`config.mk`:
```
export PLATFORM = sky130hd
export DESIGN_NAME = uart_receiver
export DESIGN_NICKNAME = d
export VERILOG_FILES = /design/src/rtl/uart_receiver.sv
export SDC_FILE = /design/constraint.sdc
export NUM_CORES = 1
export LEC_CHECK = 0
export CAP_MARGIN = 20
export CORE_ASPECT_RATIO = 1.5
export CORE_UTILIZATION = 26
export DETAILED_ROUTE_END_ITERATION = 12
export HOLD_SLACK_MARGIN = 0.05
export PLACE_DENSITY = 0.51
export SKIP_CTS_REPAIR_TIMING = 1
export SLEW_MARGIN = 20
export SYNTH_ARGS = -nofsm -noshare
export SYNTH_HDL_FRONTEND = slang
export SYNTH_SLANG_ARGS = --single-unit
export TNS_END_PERCENT = 10
```
`constraint.sdc`:
```
create_clock -name clk -period 1.8 [get_ports clk]
set_clock_uncertainty 0.05 [all_clocks]
set_input_delay 0.36 -clock clk [delete_from_list [all_inputs] [get_ports clk]]
set_output_delay 0.36 -clock clk [all_outputs]
set_load 0.01 [all_outputs]
```
`src/rtl/uart_receiver.sv`:
```
// uart_receiver: 8N1-style serial receiver (DATA_BITS data bits, LSB first)
// running on clk, using the 5x-baud uart_clk only as a sample enable.
// Delivers bytes through a valid/ready holding register and pulses
// rx_ferr / rx_overrun for one clk on framing errors and dropped bytes.
// Optional build macro: UART_MAJORITY_EN -- bit value is the 2-of-3 majority
// of the phase 1/2/3 samples; otherwise the phase 2 sample alone is used.
module uart_receiver #(
  parameter int DATA_BITS = 8
) (
  input  logic                 clk,
  input  logic                 rst_n,
  input  logic                 rx,
  input  logic                 uart_clk,
  output logic [DATA_BITS-1:0] rx_data,
  output logic                 rx_valid,
  input  logic                 rx_ready,
  output logic                 rx_ferr,
  output logic                 rx_overrun,
  output logic                 busy
);

  typedef enum logic [2:0] {
    S_IDLE,
    S_START,
    S_DATA,
    S_STOP,
    S_WAIT
  } state_e;

  localparam logic [2:0] LAST_IDX = 3'(DATA_BITS - 1);

  logic                 rx_meta_q, rx_meta_d;
  logic                 rx_sync_q, rx_sync_d;
  logic                 uart_clk_q, uart_clk_d;
  logic                 tick;

  state_e               state_q, state_d;
  logic [2:0]           phase_q, phase_d;
  logic [2:0]           bit_idx_q, bit_idx_d;

  logic [DATA_BITS-1:0] shift_q, shift_d;
  logic                 samp2_q, samp2_d;
`ifdef UART_MAJORITY_EN
  logic                 samp1_q, samp1_d;
  logic                 samp3_q, samp3_d;
`endif
  logic                 bit_val;
  logic                 framed;

  logic [DATA_BITS-1:0] rx_data_q, rx_data_d;
  logic                 rx_valid_q, rx_valid_d;
  logic                 rx_ferr_q, rx_ferr_d;
  logic                 rx_overrun_q, rx_overrun_d;
  logic                 busy_q, busy_d;

  // Synchronizer / edge-detect next values; tick marks each uart_clk rising edge.
  always_comb begin
    rx_meta_d  = rx;
    rx_sync_d  = rx_meta_q;
    uart_clk_d = uart_clk;
    tick       = uart_clk & ~uart_clk_q;
  end

  // Two-stage rx synchronizer and uart_clk edge-detect register, all reset high.
  always_ff @(posedge clk) begin
    if (!rst_n) begin
      rx_meta_q  <= 1'b1;
      rx_sync_q  <= 1'b1;
      uart_clk_q <= 1'b1;
    end else begin
      rx_meta_q  <= rx_meta_d;
      rx_sync_q  <= rx_sync_d;
      uart_clk_q <= uart_clk_d;
    end
  end

  // Bit decision from the captured phase samples.
  always_comb begin
`ifdef UART_MAJORITY_EN
    bit_val = (samp1_q & samp2_q) | (samp1_q & samp3_q) | (samp2_q & samp3_q);
`else
    bit_val = samp2_q;
`endif
    framed = (state_q == S_START) || (state_q == S_DATA) || (state_q == S_STOP);
  end

  // FSM state register with phase and bit-index counters.
  always_ff @(posedge clk) begin
    if (!rst_n) begin
      state_q   <= S_IDLE;
      phase_q   <= '0;
      bit_idx_q <= '0;
    end else begin
      state_q   <= state_d;
      phase_q   <= phase_d;
      bit_idx_q <= bit_idx_d;
    end
  end

  // Next-state logic; every transition is qualified by tick.
  always_comb begin
    state_d   = state_q;
    phase_d   = phase_q;
    bit_idx_d = bit_idx_q;
    if (tick) begin
      case (state_q)
        S_IDLE: begin
          if (!rx_sync_q) begin
            state_d = S_START;
            phase_d = 3'd1;
          end
        end
        S_START, S_DATA, S_STOP: begin
          phase_d = (phase_q == 3'd4) ? '0 : phase_q + 3'd1;
          if (phase_q == 3'd4) begin
            case (state_q)
              S_START: begin
                if (bit_val) begin
                  state_d = S_IDLE;
                end else begin
                  state_d   = S_DATA;
                  bit_idx_d = '0;
                end
              end
              S_DATA: begin
                if (bit_idx_q == LAST_IDX) state_d = S_STOP;
                else                       bit_idx_d = bit_idx_q + 3'd1;
              end
              default: state_d = bit_val ? S_IDLE : S_WAIT;
            endcase
          end
        end
        S_WAIT: begin
          if (rx_sync_q) state_d = S_IDLE;
        end
        default: state_d = S_IDLE;
      endcase
    end
  end

  // Output / datapath logic: sampling, shifting, delivery and error pulses.
  always_comb begin
    shift_d      = shift_q;
    samp2_d      = samp2_q;
`ifdef UART_MAJORITY_EN
    samp1_d      = samp1_q;
    samp3_d      = samp3_q;
`endif
    rx_data_d    = rx_data_q;
    rx_valid_d   = rx_valid_q & ~rx_ready;
    rx_ferr_d    = 1'b0;
    rx_overrun_d = 1'b0;
    busy_d       = (state_q != S_IDLE);
    if (tick && framed) begin
      if (phase_q == 3'd2) samp2_d = rx_sync_q;
`ifdef UART_MAJORITY_EN
      if (phase_q == 3'd1) samp1_d = rx_sync_q;
      if (phase_q == 3'd3) samp3_d = rx_sync_q;
`endif
      if (phase_q == 3'd4) begin
        if (state_q == S_DATA) shift_d = {bit_val, shift_q[DATA_BITS-1:1]};
        if (state_q == S_STOP) begin
          if (!bit_val) begin
            rx_ferr_d = 1'b1;
          end else if (!rx_valid_q || rx_ready) begin
            rx_data_d  = shift_q;
            rx_valid_d = 1'b1;
          end else begin
            rx_overrun_d = 1'b1;
          end
        end
      end
    end
  end

  // Datapath and registered outputs.
  always_ff @(posedge clk) begin
    if (!rst_n) begin
      shift_q      <= '0;
      samp2_q      <= 1'b1;
`ifdef UART_MAJORITY_EN
      samp1_q      <= 1'b1;
      samp3_q      <= 1'b1;
`endif
      rx_data_q    <= '0;
      rx_valid_q   <= 1'b0;
      rx_ferr_q    <= 1'b0;
      rx_overrun_q <= 1'b0;
      busy_q       <= 1'b0;
    end else begin
      shift_q      <= shift_d;
      samp2_q      <= samp2_d;
`ifdef UART_MAJORITY_EN
      samp1_q      <= samp1_d;
      samp3_q      <= samp3_d;
`endif
      rx_data_q    <= rx_data_d;
      rx_valid_q   <= rx_valid_d;
      rx_ferr_q    <= rx_ferr_d;
      rx_overrun_q <= rx_overrun_d;
      busy_q       <= busy_d;
    end
  end

  assign rx_data    = rx_data_q;
  assign rx_valid   = rx_valid_q;
  assign rx_ferr    = rx_ferr_q;
  assign rx_overrun = rx_overrun_q;
  assign busy       = busy_q;

endmodule

```
### Word-level counts from Yosys, hierarchy flattened

Cells that the tools add are included.

| storage, ports and cells | value |
|---|---|
| bits in registers | 33 |

| operators by class | value |
|---|---|
| $add $sub $neg | 2 |
| equal/unequal tests | 13 |
| muxes and demuxes | 20 |
| bitwise logic cells | 4 |
| reductions and logical operators | 18 |

Operator list:

| cell | number |
|---|---|
| 2-to-1 mux 3 bit | 8 |
| case mux 3 bit (2 select lines) | 3 |
| AND reduction 5 bit | 3 |
| != test 2 bit (second input constant) | 5 |
| == test 3 x 2 -> 1 bit (second input constant) | 3 |
| == test 3 bit (second input constant) | 3 |
| case mux 3 bit (3 select lines) | 1 |
| 2-to-1 mux 1 bit | 7 |
| adder 3 x 1 -> 3 bit (second input constant) | 2 |
| AND reduction 3 bit | 2 |
| AND reduction 6 bit | 1 |
| AND reduction 4 bit | 1 |
| nonzero test 2 bit | 2 |
| == test 3 x 1 -> 1 bit (second input constant) | 1 |
| logical NOT 3 bit | 1 |
| logical OR 1 bit | 3 |
| != test 3 bit (second input constant) | 1 |
| nonzero test 3 bit | 1 |
| OR reduction 3 bit | 1 |
| AND 1 bit | 2 |
| 2-to-1 mux 2 bit | 1 |
| NOT 1 bit | 2 |
| AND reduction 2 bit | 1 |
| logical AND 1 bit | 1 |
| logical NOT 1 bit | 1 |

### Depth between registers and ports, before layout

Gate-level depths: netlist (run 1).

| logic depth | value |
|---|---|
| depth after elaboration | 7 |
| depth in mapped cells | 7 |

### Worst setup path before layout (run 1)

No wires, ideal clock.

| timing path | value |
|---|---|
| path kind | register to register |
| start | register bit_idx_q[0] |
| end | register bit_idx_q[1] |
| library setup time | 117 ps |
| arrival | 1,518 ps |
| slack | 115 ps |
| cell stages (with the launch flop) | 7 |
| path buffers | 0 |
| cells stage by stage | dfxtp_1 ha_1 ha_1 nor2_1 a21oi_1 or4_4 a32o_1 |

| on the way | value |
|---|---|
| cells in the longest elaborated chain, start to end | 3 |
| elaborated cells on any way between the ends | 6 |
| classes of those cells | 1 x add/sub; 2 x eq/ne; 2 x mux; 1 x reduce/logical |

RTL lines:

| item | RTL line | text |
|---|---|---|
| start: declaration | 39 | `logic [2:0] bit_idx_q, bit_idx_d;` |
| start signal: assignment | 96 | `bit_idx_q <= bit_idx_d;` |
| adder 3 x 1 -> 3 bit or == test 3 bit (tied branches) | 127, 126 |  |
| 2-to-1 mux 3 bit or != test 2 bit (tied branches) | n/a |  |
| case mux 3 bit (2 select lines) or AND reduction 6 bit (tied branches) | n/a |  |

Parallel ways exist; a longest one is shown, timed or not. The select of a mux whose other input is x is not followed.
A chain may end at the register's enable or synchronous reset.

### Final worst setup path (run 1)

| timing path | value |
|---|---|
| start | register bit_idx_q[0] |
| end | register bit_idx_q[2] |

Same word-level chain as after synthesis.

==> results of run 1 <==
-- stage by stage --
step / power (W) / instance area, µm² / hold slack (ns) / worst slack, ns
floorplan: 0.000779 / 1450 / 0.336 / 0.115
global placement: 0.000801 / 1760 / 0.346 / -0.159
detailed placement: 0.000801 / 1760 / 0.362 / -0.234
CTS: 0.00153 / 1880 / 0.379 / -0.0207
global route: 0.00157 / 1920 / 0.396 / 0.0138
finish: 0.00151 / 1920 / 0.374 / 0.0846
-- layer usage --
metal  GRT usage  vias up  wire length, µm
li1            -      583                -
met3      0.0293       10              132
met1       0.120      535             1320
met4      0.0736        0              109
met2       0.225       27             1670
met5           0        -                0
-- worst max-delay path, stage by stage, from the launching register on --
cell	delay (ns)
dfxtp_2	0.34
ha_2	0.19
ha_4	0.18
nor2_2	0.07
a21oi_1	0.07
or4_4	0.44
a32o_1	0.27
-- worst max path at each step --
stage	slack, ns	start	to	cells after the start
after floorplan	0.12	bit_idx_q[0]$_SDFFE_PN0P_	bit_idx_q[1]$_SDFFE_PN0P_	6
final	0.08	bit_idx_q[0]$_SDFFE_PN0P_	bit_idx_q[2]$_SDFFE_PN0P_	6
after detailed placement	-0.23	uart_clk	bit_idx_q[2]$_SDFFE_PN0P_	6
after global routing	0.01	bit_idx_q[0]$_SDFFE_PN0P_	bit_idx_q[2]$_SDFFE_PN0P_	6
after global placement	-0.16	uart_clk	bit_idx_q[2]$_SDFFE_PN0P_	5
after CTS	-0.02	phase_q[1]$_SDFFE_PN0P_	bit_idx_q[2]$_SDFFE_PN0P_	6
-- area by class of cell --
type / instances / area share
clock inverter: 2 / 0.0195
inverter: 4 / 0.00781
clock buffer: 6 / 0.0430
timing repair buffer: 28 / 0.143
sequential: 33 / 0.344
tap: 68 / 0.0443
multi-input combinational: 107 / 0.398
-- synthesized netlist by cell type, drive strengths merged, types with 4 or more instances --
| master | n | area share |
|---|---|---|
| ha | 5 | 0.043 |
| nand2b | 8 | 0.040 |
| nor3 | 6 | 0.028 |
| buf | 5 | 0.025 |
| clkbuf | 4 | 0.010 |
| nand2 | 14 | 0.036 |
| nand3 | 10 | 0.035 |
| dfxtp | 33 | 0.46 |
| a21oi | 4 | 0.014 |
| inv | 4 | 0.010 |
| nor2 | 17 | 0.044 |
| o21ai | 11 | 0.038 |
| mux2i | 8 | 0.055 |
-- cells by family (layout without fill, tap and decap cells) --
group                      after synthesis  count (layout)  synth area share
AOI/OAI and AO/OA                       27              27             0.127
xor gates and xnor gates                 1               1           0.00604
adders and majority gates                5               5            0.0431
buffers and inverters                   13              40            0.0457
DFF                                     33              33             0.456
muxes                                   10              10            0.0708
and+or+nand+nor                         64              64             0.252
-- placed cells by master (no fill, tap or decap), types with 4 or more instances in the layout --
cell,netlist,routed
a21oi_1,4,4
nand3_1,10,10
clkdlybuf4s50_1,0,16
o21ai_0,11,11
buf_4,2,10
inv_1,4,4
nor3_1,5,4
nand2_1,14,14
nor2_1,17,16
clkbuf_8,0,6
nand2b_1,7,7
mux2i_1,8,8
dfxtp_1,33,32
-- where the power goes --
group / switching, W / internal, W
sequential: 0.00000188 / 0.000734
combinational: 0.0000280 / 0.0000212
clock: 0.000280 / 0.000450
total: 0.000310 / 0.00121
-- flip-flops by register name, indices dropped and copies added, names as in the netlist --
register,cells
rx_meta_q,1
shift_q,8
bit_val,1
rx_data,8
state_q,3
busy,1
uart_clk_q,1
rx_valid,1
phase_q,3
rx_sync_q,1
rx_ferr,1
rx_overrun,1
bit_idx_q,3
==> qor.yml, run 1 <==
max-cap-violations: 0
grt_pass1_vias: 1220
cts_buffer_depth: 2
drt.antenna.violating_nets: 0
finalHoldViolations: 0
hold_path_depth: 1
hp-class: "reg -> reg"
async_flop_share: 0
syn_area_um2: 1450
firstDrtPassIters: 4
rows: 32
final_cells: 248
register_area_um2: 662
crit_path_end_kind: "flip-flop"
holdPathEnd: "rx_sync_q$_SDFF_PN1_"
rr_endpoint: "bit_idx_q[2]$_SDFFE_PN0P_"
hpwl_um: 2220
ys_warn_count: 0
fin_crit_ns: 1.72
fillers: 536
synthCells: 153
num_io_pins: 17
clkLatencyLatePin_ns: 0.29
dieArea_um2: 5890
rsz0062_at_grt: "false"
grt_pass1_wl_um: 5500
fmax_ghz: 0.583
cts_buffers: 5
fp.dieH_um: 93.5
synth.avg_cell_area_um2: 9.48
fin_setup_tns_ns: 0
grt_usage: 0.122
wl_per_cell_um: 13.0
cp.required_ns: 1.93
viasPerCell: 4.66
setup_viol: 0
antenna_found_initial: 0
die_w_um: 63.0
ys_seq_elements: 33
rrSetupSlack_ns: 0.08
post-route-period-util: 0.953
placed_cells: 240
tightest_slew_ns: 0.294
synth_edf_count: 0
setup.worst_path.class: "reg -> reg"
wl_um: 3230
vias: 1155
slew_violations: 0
num_antenna_cells: 0
synth.distinct_cells: 38
critical_path.max_fanout: 4
grt_max_degree: 29
yosysSeqAreaShare: 0.456
multi_input_area_um2: 764
final_core_util: 0.366
synth_ff_type: "dfxtp_1"
place.gp.congestion: 0.792
reg2regPathDepth: 6
cp.arrival_ns: 1.84
post-route-drc-count: 0
syn_nets: 163
start_kind: "flip-flop"
layout.nets: 189
drtIter0Drc: 12
cts_root_buf: "clkbuf_8"
status: "finished, final reports clean"
grt_remaining_overflow: 0
hold_path_startpoint: "rx_meta_q$_SDFF_PN1_"
port_buffers: 16
initial_core_util: 0.276
powerDensity_nw_per_um2: 788
p_leak_nw: 0.654
peakVddDrop_mv: 0.499
relSlewSlack: 0.803
cts.clk_slew.worst_paths_ns: 0.07
cts_max_level: 2
final_layout_size_suffix_gt1_frac: 0.206
tritoncts: "done"
core_area_um2: 5250
clock_sinks: 33
r2r_start: "bit_idx_q[0]$_SDFFE_PN0P_"
syn_to_final_growth_pct: 32.5
(Power assumes the default switching activity.)
==> inputs of run 2 (changes only) <==
Settings changed: CTS_BUF_LIST from default to sky130_fd_sc_hd__clkbuf_8.
==> results of run 2 <==
The final DEF is identical to that of run 1; final timing and power are the same.
==> edit, RTL diff (settings of run 2) <==
The output `rx_overrun` loses its register stage (`rx_overrun_q` becomes a continuous assignment).
--- a/src/rtl/uart_receiver.sv
+++ b/src/rtl/uart_receiver.sv
@@ -185,7 +185,6 @@
       rx_data_q    <= '0;
       rx_valid_q   <= 1'b0;
       rx_ferr_q    <= 1'b0;
-      rx_overrun_q <= 1'b0;
       busy_q       <= 1'b0;
     end else begin
       shift_q      <= shift_d;
@@ -197,10 +196,11 @@
       rx_data_q    <= rx_data_d;
       rx_valid_q   <= rx_valid_d;
       rx_ferr_q    <= rx_ferr_d;
-      rx_overrun_q <= rx_overrun_d;
       busy_q       <= busy_d;
     end
   end
+
+  assign rx_overrun_q = rx_overrun_d;
 
   assign rx_data    = rx_data_q;
   assign rx_valid   = rx_valid_q;
Formal check against the unedited RTL: no difference found for any inputs over 10 cycles, from zero or initial values and one cycle with rst_n low; that may be too few to reach the edited logic, so the function may still have changed.
==> edit against run 2 <==
Count of clock-buffer cells in the layout rose by 1. Fmax shrank 1.3%. Sequential share of layout area shrank 2.0 points. Sequential cell count shrank 1. Final cell count is 2.8% higher. Worst setup slack got worse by 0.022 ns. Final area rose by 3.0%. Area after synthesis down 0.26%. Hold slack worse by 0.014 ns. Wire length decreased by 2.0%.
Power is not compared: it rests on default switching activity, and its combinational part moved more than twofold at a synthesized area within 25%.
==> edit: results (changes against run 2) <==
outcome finished, final reports clean; clk slew on worst S/H paths 0.06 ns; vias per cell 4.722 (+1.4%); worst-path fanout max 3 (-1); largest cells by area after synthesis dfxtp_1, mux2i_1, nand2_1; global placement routability congestion 0.8281 (+4.5%); share of cells above drive strength 1 25.67% (+5.1 points); DP HPWL 2.415 mm (+8.8%); clock root buffer clkbuf_8; Skew-Pair Late Insertion Delay 0.28 ns; Tot GR Track Use 11.98% (-0.17 points); Num CTS Buffers 5 (unchanged); largest net degree at the start of global routing 20 (-31%); DR WL/cell 12.42 um (-4.7%); fill cell count 527 (-1.7%); vias in the first global route 1236 (+1.3%); area of the multi-input gates 775.7 sq um (+1.5%); dominant synthesized flop cell dfxtp_1; peak supply drop 0.3441 mV; Max Root-Sink Buffers 2 (unchanged); Pre-antenna DRT Iters 4 (unchanged); YS warnings 0 (unchanged); met3 WL 116 um (-12%); number of DRC markers in iteration 0 56 (+44); commonest cells in the netlist dfxtp_1, nand2_1, mux2i_1; Net Count, Synth 157 (-3.7%); pre-CTS setup slack -0.5307 ns (-0.2972 ns); I/O Buffers 16 (unchanged); diode count 0 (unchanged); initial antenna violation count 0 (unchanged); Total Nets Final 197 (+4.2%); cells after synthesis 147 (-3.9%); switching pwr 0.3128 mW; Area after DPL 1851 sq um (+5.2%); Least-Margin Pin Slew 0.3317 ns (+0.03813 ns); XOR/XNOR Fraction of Synth Area 0% (-0.60 points); met2 wire length 1.687 mm (+1.3%); placed insts 248 (+3.3%); final WL 3.166 mm (-2.0%); P_leak 0.7420 nW; CP peak stage delay 0.39 ns (-0.05 ns); Synth Area in Compound Gates 12.02% (-0.66 points); H-tree depth 2 (unchanged); mux contribution to synthesized area 11.07% (+4.0 points); adder-cell area share of the yosys netlist 4.325% (+0.011 points); Hold Crit Class reg -> reg; distinct cell type count after synthesis 41 (+7.9%); sequential element share of the synthesized area 44.29% (-1.3 points); Crit-path slowest cell or3b_4; M1 WL 1.313 mm (-0.68%); Async SR Flop Fraction 0% (unchanged); first-pass GRT wire length 5.471 mm (-0.51%)
-- edit: critical path, delay by kind of cell (launching register included) --
| family | cells | cell delay, ns |
|---|---|---|
| fa+ha+maj | 2 | 0.39 |
| flops | 1 | 0.31 |
| compound gates | 2 | 0.48 |
| simple gates | 1 | 0.39 |
-- edit: routing by layer --
layer	GRT usage (%)	vias to the layer above
met5	0	-
met4	6.202	0
met3	3.902	6
met2	21.68	19
met1	12.00	579
li1	-	600
-- edit: final timing paths --
check	startpoint	slack [ns]	depth (start not counted)	end
setup / recovery	bit_idx_q[0]$_SDFFE_PN0P_	0.06	5	bit_idx_q[0]$_SDFFE_PN0P_
hold reg to reg	rx_meta_q$_SDFF_PN1_	0.36	1	rx_sync_q$_SDFF_PN1_
hold / removal	rx_meta_q$_SDFF_PN1_	0.36	1	rx_sync_q$_SDFF_PN1_
setup reg to reg	bit_idx_q[0]$_SDFFE_PN0P_	0.06	5	bit_idx_q[0]$_SDFFE_PN0P_
-- edit: logic make-up (layout without fill, tap and decap cells) --
group | Yosys count | after routing
fa+ha+maj | 5 | 5
compound gates | 23 | 23
simple gates | 58 | 58
flops | 32 | 32
mux | 16 | 16
buf+inv | 13 | 53
-- edit: final cells by class --
cell class                      count  area share (%)
Clock buffer                        7           4.867
Sequential cell                    32           32.43
Timing Repair Buffer               42           18.46
Inverter                            4          0.7585
Multi-Input combinational cell    102           39.19
Tap cell                           68           4.298
-- edit: power groups by stage --
stage / logic, mW / registers (mW) / clock network, mW
2_1_floorplan: 0.0542 / 0.739 / 0
3_3_place_gp: 0.101 / 0.737 / 0
3_5_place_dp: 0.100 / 0.738 / 0
4_1_cts: 0.101 / 0.721 / 0.609
5_1_grt: 0.113 / 0.722 / 0.638
6_report: 0.103 / 0.722 / 0.593
